$ cat src/rtl/serial_subtractor.sv
// Bit-serial subtractor: computes a - b LSB-first through one full-adder cell (a + ~b + 1).
// Uses a start/busy/done handshake and reports difference, borrow, signed overflow and zero flags.
`timescale 1ns/1ps
module serial_subtractor #(
  parameter int unsigned WIDTH = 8
) (
  input  logic             clk,
  input  logic             reset,
  input  logic             start,
  input  logic [WIDTH-1:0] a,
  input  logic [WIDTH-1:0] b,
  output logic             busy,
  output logic             done,
  output logic [WIDTH-1:0] diff,
  output logic             borrow,
  output logic             overflow,
  output logic             zero
);

  localparam int unsigned CW = (WIDTH > 1) ? $clog2(WIDTH) : 1;

  typedef enum logic [1:0] {
    IDLE = 2'd0,
    RUN  = 2'd1,
    DONE = 2'd2
  } state_t;

  state_t           state_q, state_d;
  logic [WIDTH-1:0] sa_q, sa_d;
  logic [WIDTH-1:0] sb_q, sb_d;
  logic [WIDTH-1:0] r_q, r_d;
  logic             carry_q, carry_d;
  logic [CW-1:0]    count_q, count_d;
  logic [WIDTH-1:0] diff_d;
  logic             borrow_d, overflow_d, zero_d, busy_d, done_d;

  // Full-adder cell on the current LSBs; the result register fills from the MSB side.
  logic             sum_bit, carry_out;
  logic [WIDTH-1:0] r_shift;

  assign sum_bit   = sa_q[0] ^ sb_q[0] ^ carry_q;
  assign carry_out = (sa_q[0] & sb_q[0]) | (sa_q[0] & carry_q) | (sb_q[0] & carry_q);
  assign r_shift   = {sum_bit, r_q[WIDTH-1:1]};

  always_ff @(posedge clk) begin
    if (reset) begin
      state_q  <= IDLE;
      sa_q     <= '0;
      sb_q     <= '0;
      r_q      <= '0;
      carry_q  <= 1'b0;
      count_q  <= '0;
      diff     <= '0;
      borrow   <= 1'b0;
      overflow <= 1'b0;
      zero     <= 1'b0;
      busy     <= 1'b0;
      done     <= 1'b0;
    end else begin
      state_q  <= state_d;
      sa_q     <= sa_d;
      sb_q     <= sb_d;
      r_q      <= r_d;
      carry_q  <= carry_d;
      count_q  <= count_d;
      diff     <= diff_d;
      borrow   <= borrow_d;
      overflow <= overflow_d;
      zero     <= zero_d;
      busy     <= busy_d;
      done     <= done_d;
    end
  end

  // Next-state and datapath; carry_q on the final edge is the carry into the MSB.
  always_comb begin
    state_d    = state_q;
    sa_d       = sa_q;
    sb_d       = sb_q;
    r_d        = r_q;
    carry_d    = carry_q;
    count_d    = count_q;
    diff_d     = diff;
    borrow_d   = borrow;
    overflow_d = overflow;
    zero_d     = zero;
    busy_d     = 1'b0;
    done_d     = 1'b0;

    case (state_q)
      IDLE: begin
        if (start) begin
          sa_d    = a;
          sb_d    = ~b;
          carry_d = 1'b1;
          count_d = '0;
          state_d = RUN;
          busy_d  = 1'b1;
        end
      end
      RUN: begin
        busy_d  = 1'b1;
        sa_d    = sa_q >> 1;
        sb_d    = sb_q >> 1;
        r_d     = r_shift;
        carry_d = carry_out;
        count_d = CW'(count_q + CW'(1));
        if (count_q == CW'(WIDTH - 1)) begin
          state_d    = DONE;
          done_d     = 1'b1;
          diff_d     = r_shift;
          borrow_d   = ~carry_out;
          overflow_d = carry_q ^ carry_out;
          zero_d     = (r_shift == '0);
        end
      end
      DONE: begin
        state_d = IDLE;
      end
      default: begin
        state_d = IDLE;
      end
    endcase
  end

endmodule

$ cat config.mk
export PLATFORM = sky130hd
export DESIGN_NAME = serial_subtractor
export DESIGN_NICKNAME = d
export VERILOG_FILES = /design/src/rtl/serial_subtractor.sv
export SDC_FILE = /design/constraint.sdc
export NUM_CORES = 1
export LEC_CHECK = 0
export ABC_AREA = 1
export BUFFER_PORTS_ARGS = -buffer_cell sky130_fd_sc_hd__buf_2
export CORE_MARGIN = 2
export CORE_UTILIZATION = 26
export CTS_CLUSTER_DIAMETER = 100
export CTS_CLUSTER_SIZE = 14
export DETAILED_ROUTE_END_ITERATION = 6
export SYNTH_ARGS = -nofsm -noshare
export SYNTH_HDL_FRONTEND = slang
export SYNTH_SLANG_ARGS = --single-unit
$ cat constraint.sdc
create_clock -name clk -period 2.7 [get_ports clk]
set_input_delay 0.135 -clock clk [delete_from_list [all_inputs] [get_ports clk]]
set_output_delay 0.135 -clock clk [all_outputs]
set_load 0.01 [all_outputs]
==> results.toml, run 1 <==
[worst_hold_path]
worstHoldPathCells = 3
worstHoldEndpoint = "sa_q[7]$_SDFFE_PP0P_"
worstHoldStart = "a[7]"
hp-class = "in2reg"

[power]
p_clk_frac = 0.425
seqPwrFrac = 0.476
swShare = 0.239
internal_power_w = 0.00108
ir_drop_uv = 341
power_density_nw_per_um2 = 672
pwr-share-comb = 0.100
power_switching_w = 0.000338
p_leak_nw = 0.977

[sta]
hold_viol = 0
clock_skew_ps = 7.45
tns_ps = 0
finalSetupViolations = 0
max_freq_ghz = 0.575
rsz0062_at_grt = "no"
max-slew-margin-rel = 0.557
maxSlewViolCount = 0
finalCritPeriodShare = 0.644
finalCriticalPeriod_ps = 1740
worst_pin_slew_ps = 663

[job]
drv.max_cap_violation_count = 0

[clock_network]
hold_buffers = 0
numCtsBuffers = 5
cts_sinks = 42
tritoncts = "built"
clk_pin_slew_ps = 90
cts_max_level = 2
insertion_delay_ps = 300
ctsResizeCount = 0
clk_path_buf_depth = 2
cts_setup_buffers = 0
cts_root_buf = "clkbuf_8"

[cells_and_area]
nets = 289
antenna_cells = 0
final_cell_mix = "nor2_1 (49), dfxtp_1 (42), buf_2 (31)"
layout_commonest_cell = "nor2_1"
stdcell_count = 348
drive_gt1_frac = 0.187
synthToLayoutAreaGrowth_pct = 18.2

[routing]
wirelength_um = 3710
dr.pass1.iters = 4
top_layer_used = "met4"
drc = 0
route.met2.wl_um = 1680
drt_iter0_drc = 52
ant_nets = 0
wl_met1_um = 1780
wl_per_cell_um = 10.7
viasPerCell = 4.29
vias = 1493
routed-wl-met3_um = 195

[die]
die-area_sq_um = 7530
die_w_um = 86.8
coreArea_sq_um = 6720
rows = 30
ioPinCount = 32
start_util = 0.265
die_h_um = 86.8

[synth]
synth_area_sq_um = 1780
ys_warn_count = 0
syn_inst = 241
ys_seq_elements = 42
synth_nets = 263
ys_seq_area_frac = 0.472
synth_cell_type_count = 23
syn_avg_cell_area_sq_um = 7.39

[critical_path]
required_ps = 2900
startpoint_type = "flip-flop"
cp.arrival_ps = 1940
rrSetupSlack_ps = 960
r2r_start = "state_q[0]$_SDFFE_PP0P_"
rr_worst_depth = 5
crit_fanout = 24
path_class = "reg2reg"
reg2reg_to = "sb_q[3]$_SDFFE_PP0P_"
crit_path_end_kind = "flip-flop"

[placed_design]
place_inst = 340
io_buffers = 31
hpwl_um = 2600
gp_congestion = 0.819

[grt]
grt_pass1_vias = 1386
grt_pass1_wl_um = 6270
grt_use_total = 0.105
grt.overflow.total = 0
antenna_found_initial = 0
grt_max_degree = 28

[status]
status = "finished clean"
-- sequential cells by signal, summed over array words and instances (netlist names) --
register  flops
busy          1
sb_q          8
overflow      1
sa_q          8
state_q       2
diff          8
count_q       3
zero          1
borrow        1
carry_q       1
done          1
r_q           7
-- cell type report --
| cell class | instances | area [sq um] |
|---|---|---|
| fillers | 709 | 4610 |
| flip-flops and latches | 42 | 841 |
| multi-input cells | 155 | 749 |
| repair buffers | 31 | 155 |
| inverters | 32 | 123 |
| well taps | 80 | 100 |
| clock buffers | 5 | 68.8 |
| clock inverters | 3 | 68.8 |
-- Yosys cell counts --
library cell  instances  area (sq um)
dfxtp_1              42           841
o21ai_1               8          40.0
buf_4                 3          22.5
inv_4                 1          6.26
xor2_1                1          8.76
o21ai_2               4          35.0
nand3_1              14          70.1
buf_6                 1          11.3
clkbuf_1              4          15.0
a211oi_1              1          7.51
buf_2                 4          20.0
ha_1                  2          25.0
o21ai_0              21           105
nor2_8                1          20.0
inv_1                29           109
and3_1                1          6.26
inv_2                 2          7.51
a21oi_1              20           100
nand2_2               2          12.5
nand2_1              29           109
nor2_2                1          6.26
nor2_1               49           184
fa_1                  1          20.0
-- cells by family (layout without fill, tap and decap cells) --
family / after synthesis / after routing / synth area share
AOI/OAI and AO/OA: 54 / 54 / 0.162
DFF: 42 / 42 / 0.472
adders and majority gates: 3 / 3 / 0.0253
xor gates and xnor gates: 1 / 1 / 0.00492
buffers and inverters: 44 / 71 / 0.107
and+or+nand+nor: 97 / 97 / 0.229
-- metrics by stage --
step                      total power [W]  utilization  instance area, sq um  hold WS (ps)  setup WS, ps
after floorplan                  0.000797            -                  1780           278          1450
after global placement           0.000830        0.293                  1970           397           992
final                             0.00142        0.313                  2110          82.5           961
after CTS                         0.00144        0.313                  2110          78.2           923
after detailed placement         0.000831        0.293                  1970           402           932
after global routing              0.00149        0.313                  2110          81.4           723
-- worst max-delay path, cell delays in order, from the launching register on --
cell and delay (ps):
dfxtp_1 560, nand2_2 330, nand2_2 440, o21ai_0 160
nor2_1 110, nor2_1 40
-- metal layers --
metal	up-vias	track usage
li1	810	-
met1	643	0.136
met2	34	0.159
met3	6	0.0295
met4	0	0.0568
met5	-	0
-- worst max-delay path by stage --
stage / cells past startpoint / slack (ps) / from / endpoint
floorplan: 7 / 1450 / count_q[0]$_SDFFE_PP0P_ / diff[0]$_SDFFE_PP0P_
global placement: 5 / 990 / state_q[0]$_SDFFE_PP0P_ / sb_q[0]$_SDFFE_PP0P_
detailed placement: 5 / 930 / state_q[0]$_SDFFE_PP0P_ / sb_q[2]$_SDFFE_PP0P_
CTS: 5 / 920 / state_q[0]$_SDFFE_PP0P_ / sb_q[2]$_SDFFE_PP0P_
global route: 5 / 720 / state_q[0]$_SDFFE_PP0P_ / sb_q[1]$_SDFFE_PP0P_
finish: 5 / 960 / state_q[0]$_SDFFE_PP0P_ / sb_q[3]$_SDFFE_PP0P_
-- power groups by stage --
stage	Sequential (W)	Clock [W]	Combinational, W
after floorplan	0.000681	0	0.000116
after global placement	0.000688	0	0.000143
after detailed placement	0.000688	0	0.000143
after CTS	0.000674	0.000620	0.000144
after global routing	0.000679	0.000646	0.000164
final	0.000674	0.000601	0.000141
No activity file was read; power rests on OpenSTA's default activity.
==> run 2, diff against run 1 <==
==> constraint.sdc (replaced) <==
create_clock -name clk -period 1.4 [get_ports clk]
set_input_delay 0.07 -clock clk [delete_from_list [all_inputs] [get_ports clk]]
set_output_delay 0.07 -clock clk [all_outputs]
set_load 0.01 [all_outputs]
==> results.toml, run 2 (synthesized netlist as in run 1, its figures left out) <==
[cells_and_area]
synthToLayoutAreaGrowth_pct = 24.6
layout_commonest_cell = "nor2_1"
top_regs = "diff: 8 flops, sa_q: 8 flops, sb_q: 8 flops"
antenna_cells = 0
nets = 298
drive_gt1_frac = 0.245
final.fill_count = 712
final_cell_mix = "nor2_1 (49), dfxtp_1 (37), buf_2 (31)"
final_core_util = 0.330

[grt]
antenna_found_initial = 0
grt_pass1_wl_um = 6620
grt_max_degree = 28
grt_use_total = 0.111
grt.overflow.total = 0
grt_pass1_vias = 1494

[placed_design]
gp_congestion = 0.730
io_buffers = 31
hpwl_um = 2650

[power]
ir_drop_uv = 456
p_leak_nw = 1.01
power_switching_w = 0.000655
pwr-share-comb = 0.129
swShare = 0.273
power_density_nw_per_um2 = 1080
finalPower_w = 0.00240
p_clk_frac = 0.328
seqPwrFrac = 0.542
internal_power_w = 0.00174

[critical_path]
cp.arrival_ps = 1570
rr_worst_depth = 6
crit_path_end_kind = "flip-flop"
crit_fanout = 3
path_class = "reg2reg"
startpoint_type = "flip-flop"
rrSetupSlack_ps = 80
reg2reg_to = "zero$_SDFFE_PP0P_"
r2r_start = "sb_q[0]$_SDFFE_PP0P_"
required_ps = 1650

[job]
drv.max_cap_violation_count = 0

[routing]
ant_nets = 0
dr.pass1.iters = 5
viasPerCell = 4.35
drc = 0
wirelength_um = 3920
vias = 1554
wl_per_cell_um = 11.0
drt_iter0_drc = 76

[clock_network]
numCtsBuffers = 5
cts_setup_buffers = 0
clk_path_buf_depth = 2
insertion_delay_ps = 300
cts_sinks = 42
cts_root_buf = "clkbuf_8"
tritoncts = "built"
clk_pin_slew_ps = 80
cts_max_level = 2

[worst_hold_path]
worstHoldEndpoint = "sa_q[7]$_SDFFE_PP0P_"
worstHoldStart = "a[7]"
worstHoldPathCells = 3
hp-class = "in2reg"

[die]
start_util = 0.265
rows = 30
die-area_sq_um = 7530
die_w_um = 86.8
ioPinCount = 32
die_h_um = 86.8
coreArea_sq_um = 6720

[sta]
finalCriticalPeriod_ps = 1320
clock_skew_ps = 5.04
worst_pin_slew_ps = 302
max_freq_ghz = 0.758
finalCritPeriodShare = 0.942
tns_ps = 0
rsz0062_at_grt = "yes"
max-slew-margin-rel = 0.799
maxSlewViolCount = 0
hold_viol = 0
finalSetupViolations = 0

[status]
status = "finished clean"
==> run 2: cell count changes in the layout (fill, tap and decap cells not counted), moves of 2 or more <==
cell | before | now
buf_12 | 0 | 3
buf_4 | 0 | 5
bufinv_16 | 2 | 0
dfxtp_1 | 42 | 37
dfxtp_2 | 0 | 5
ha_1 | 2 | 0
ha_4 | 0 | 2
==> run 2: timing repair <==
action / in CTS / in global routing
endpoints found under the hold margin: 0 / 0
endpoints found under the setup margin: 0 / 10
gates resized for setup: 0 / 12
hold buffers: 0 / 0
==> run 2: area by class of cell <==
type / count / area, sq um / share of cell area
sequential: 42 / 847 / 0.382
timing repair buffer: 40 / 278 / 0.125
clock buffer: 5 / 68.8 / 0.0310
tap: 80 / 100 / 0.0451
clock inverter: 3 / 21.3 / 0.00958
inverter: 32 / 123 / 0.0552
multi-input combinational: 155 / 782 / 0.352
==> run 2: power groups by stage <==
stage	clock, W	sequential, W	combinational (W)
2_1_floorplan	0	0.00131	0.000223
3_3_place_gp	0	0.00132	0.000306
3_5_place_dp	0	0.00132	0.000310
4_1_cts	0.000826	0.00129	0.000311
5_1_grt	0.000858	0.00131	0.000363
6_report	0.000786	0.00130	0.000310
==> run 2: worst max-delay path by stage <==
stage                      endpoint  slack (ps)  cells after the start                    start
2_1_floorplan  diff[0]$_SDFFE_PP0P_         150                      7  count_q[0]$_SDFFE_PP0P_
3_3_place_gp      zero$_SDFFE_PP0P_         120                      6     sa_q[0]$_SDFFE_PP0P_
3_5_place_dp      zero$_SDFFE_PP0P_          80                      6     sa_q[0]$_SDFFE_PP0P_
4_1_cts        diff[4]$_SDFFE_PP0P_          50                      7  count_q[0]$_SDFFE_PP0P_
5_1_grt           zero$_SDFFE_PP0P_         -40                      6     sb_q[0]$_SDFFE_PP0P_
6_report          zero$_SDFFE_PP0P_          80                      6     sb_q[0]$_SDFFE_PP0P_
==> run 2: routing by layer <==
| metal | vias up | routed length, um | global-route usage | share of wire |
|---|---|---|---|---|
| met5 | - | 0 | 0 | 0 |
| met4 | 0 | 56 | 0.0639 | 0.014 |
| met3 | 6 | 220 | 0.0314 | 0.056 |
| met2 | 38 | 1800 | 0.171 | 0.46 |
| met1 | 686 | 1850 | 0.139 | 0.47 |
| li1 | 824 | - | - | - |
==> run 2: per-stage QoR <==
step                      hold WS (ps)  cell area, sq um  std cells  worst slack, ps
after floorplan                    213              1780        241              150
after global placement             332              2070        348              125
after detailed placement           338              2070        348             80.2
after CTS                         9.00              2160        356             52.3
after global routing              49.0              2220        357            -41.9
final                             19.8              2220        357             80.7
==> run 2: critical path, stage by stage (launching register included) <==
cell and delay (ps):
dfxtp_2 340, inv_2 40, fa_1 590, nand3_1 90, nor2_1 110, nand2_1 60, nand2_1 50
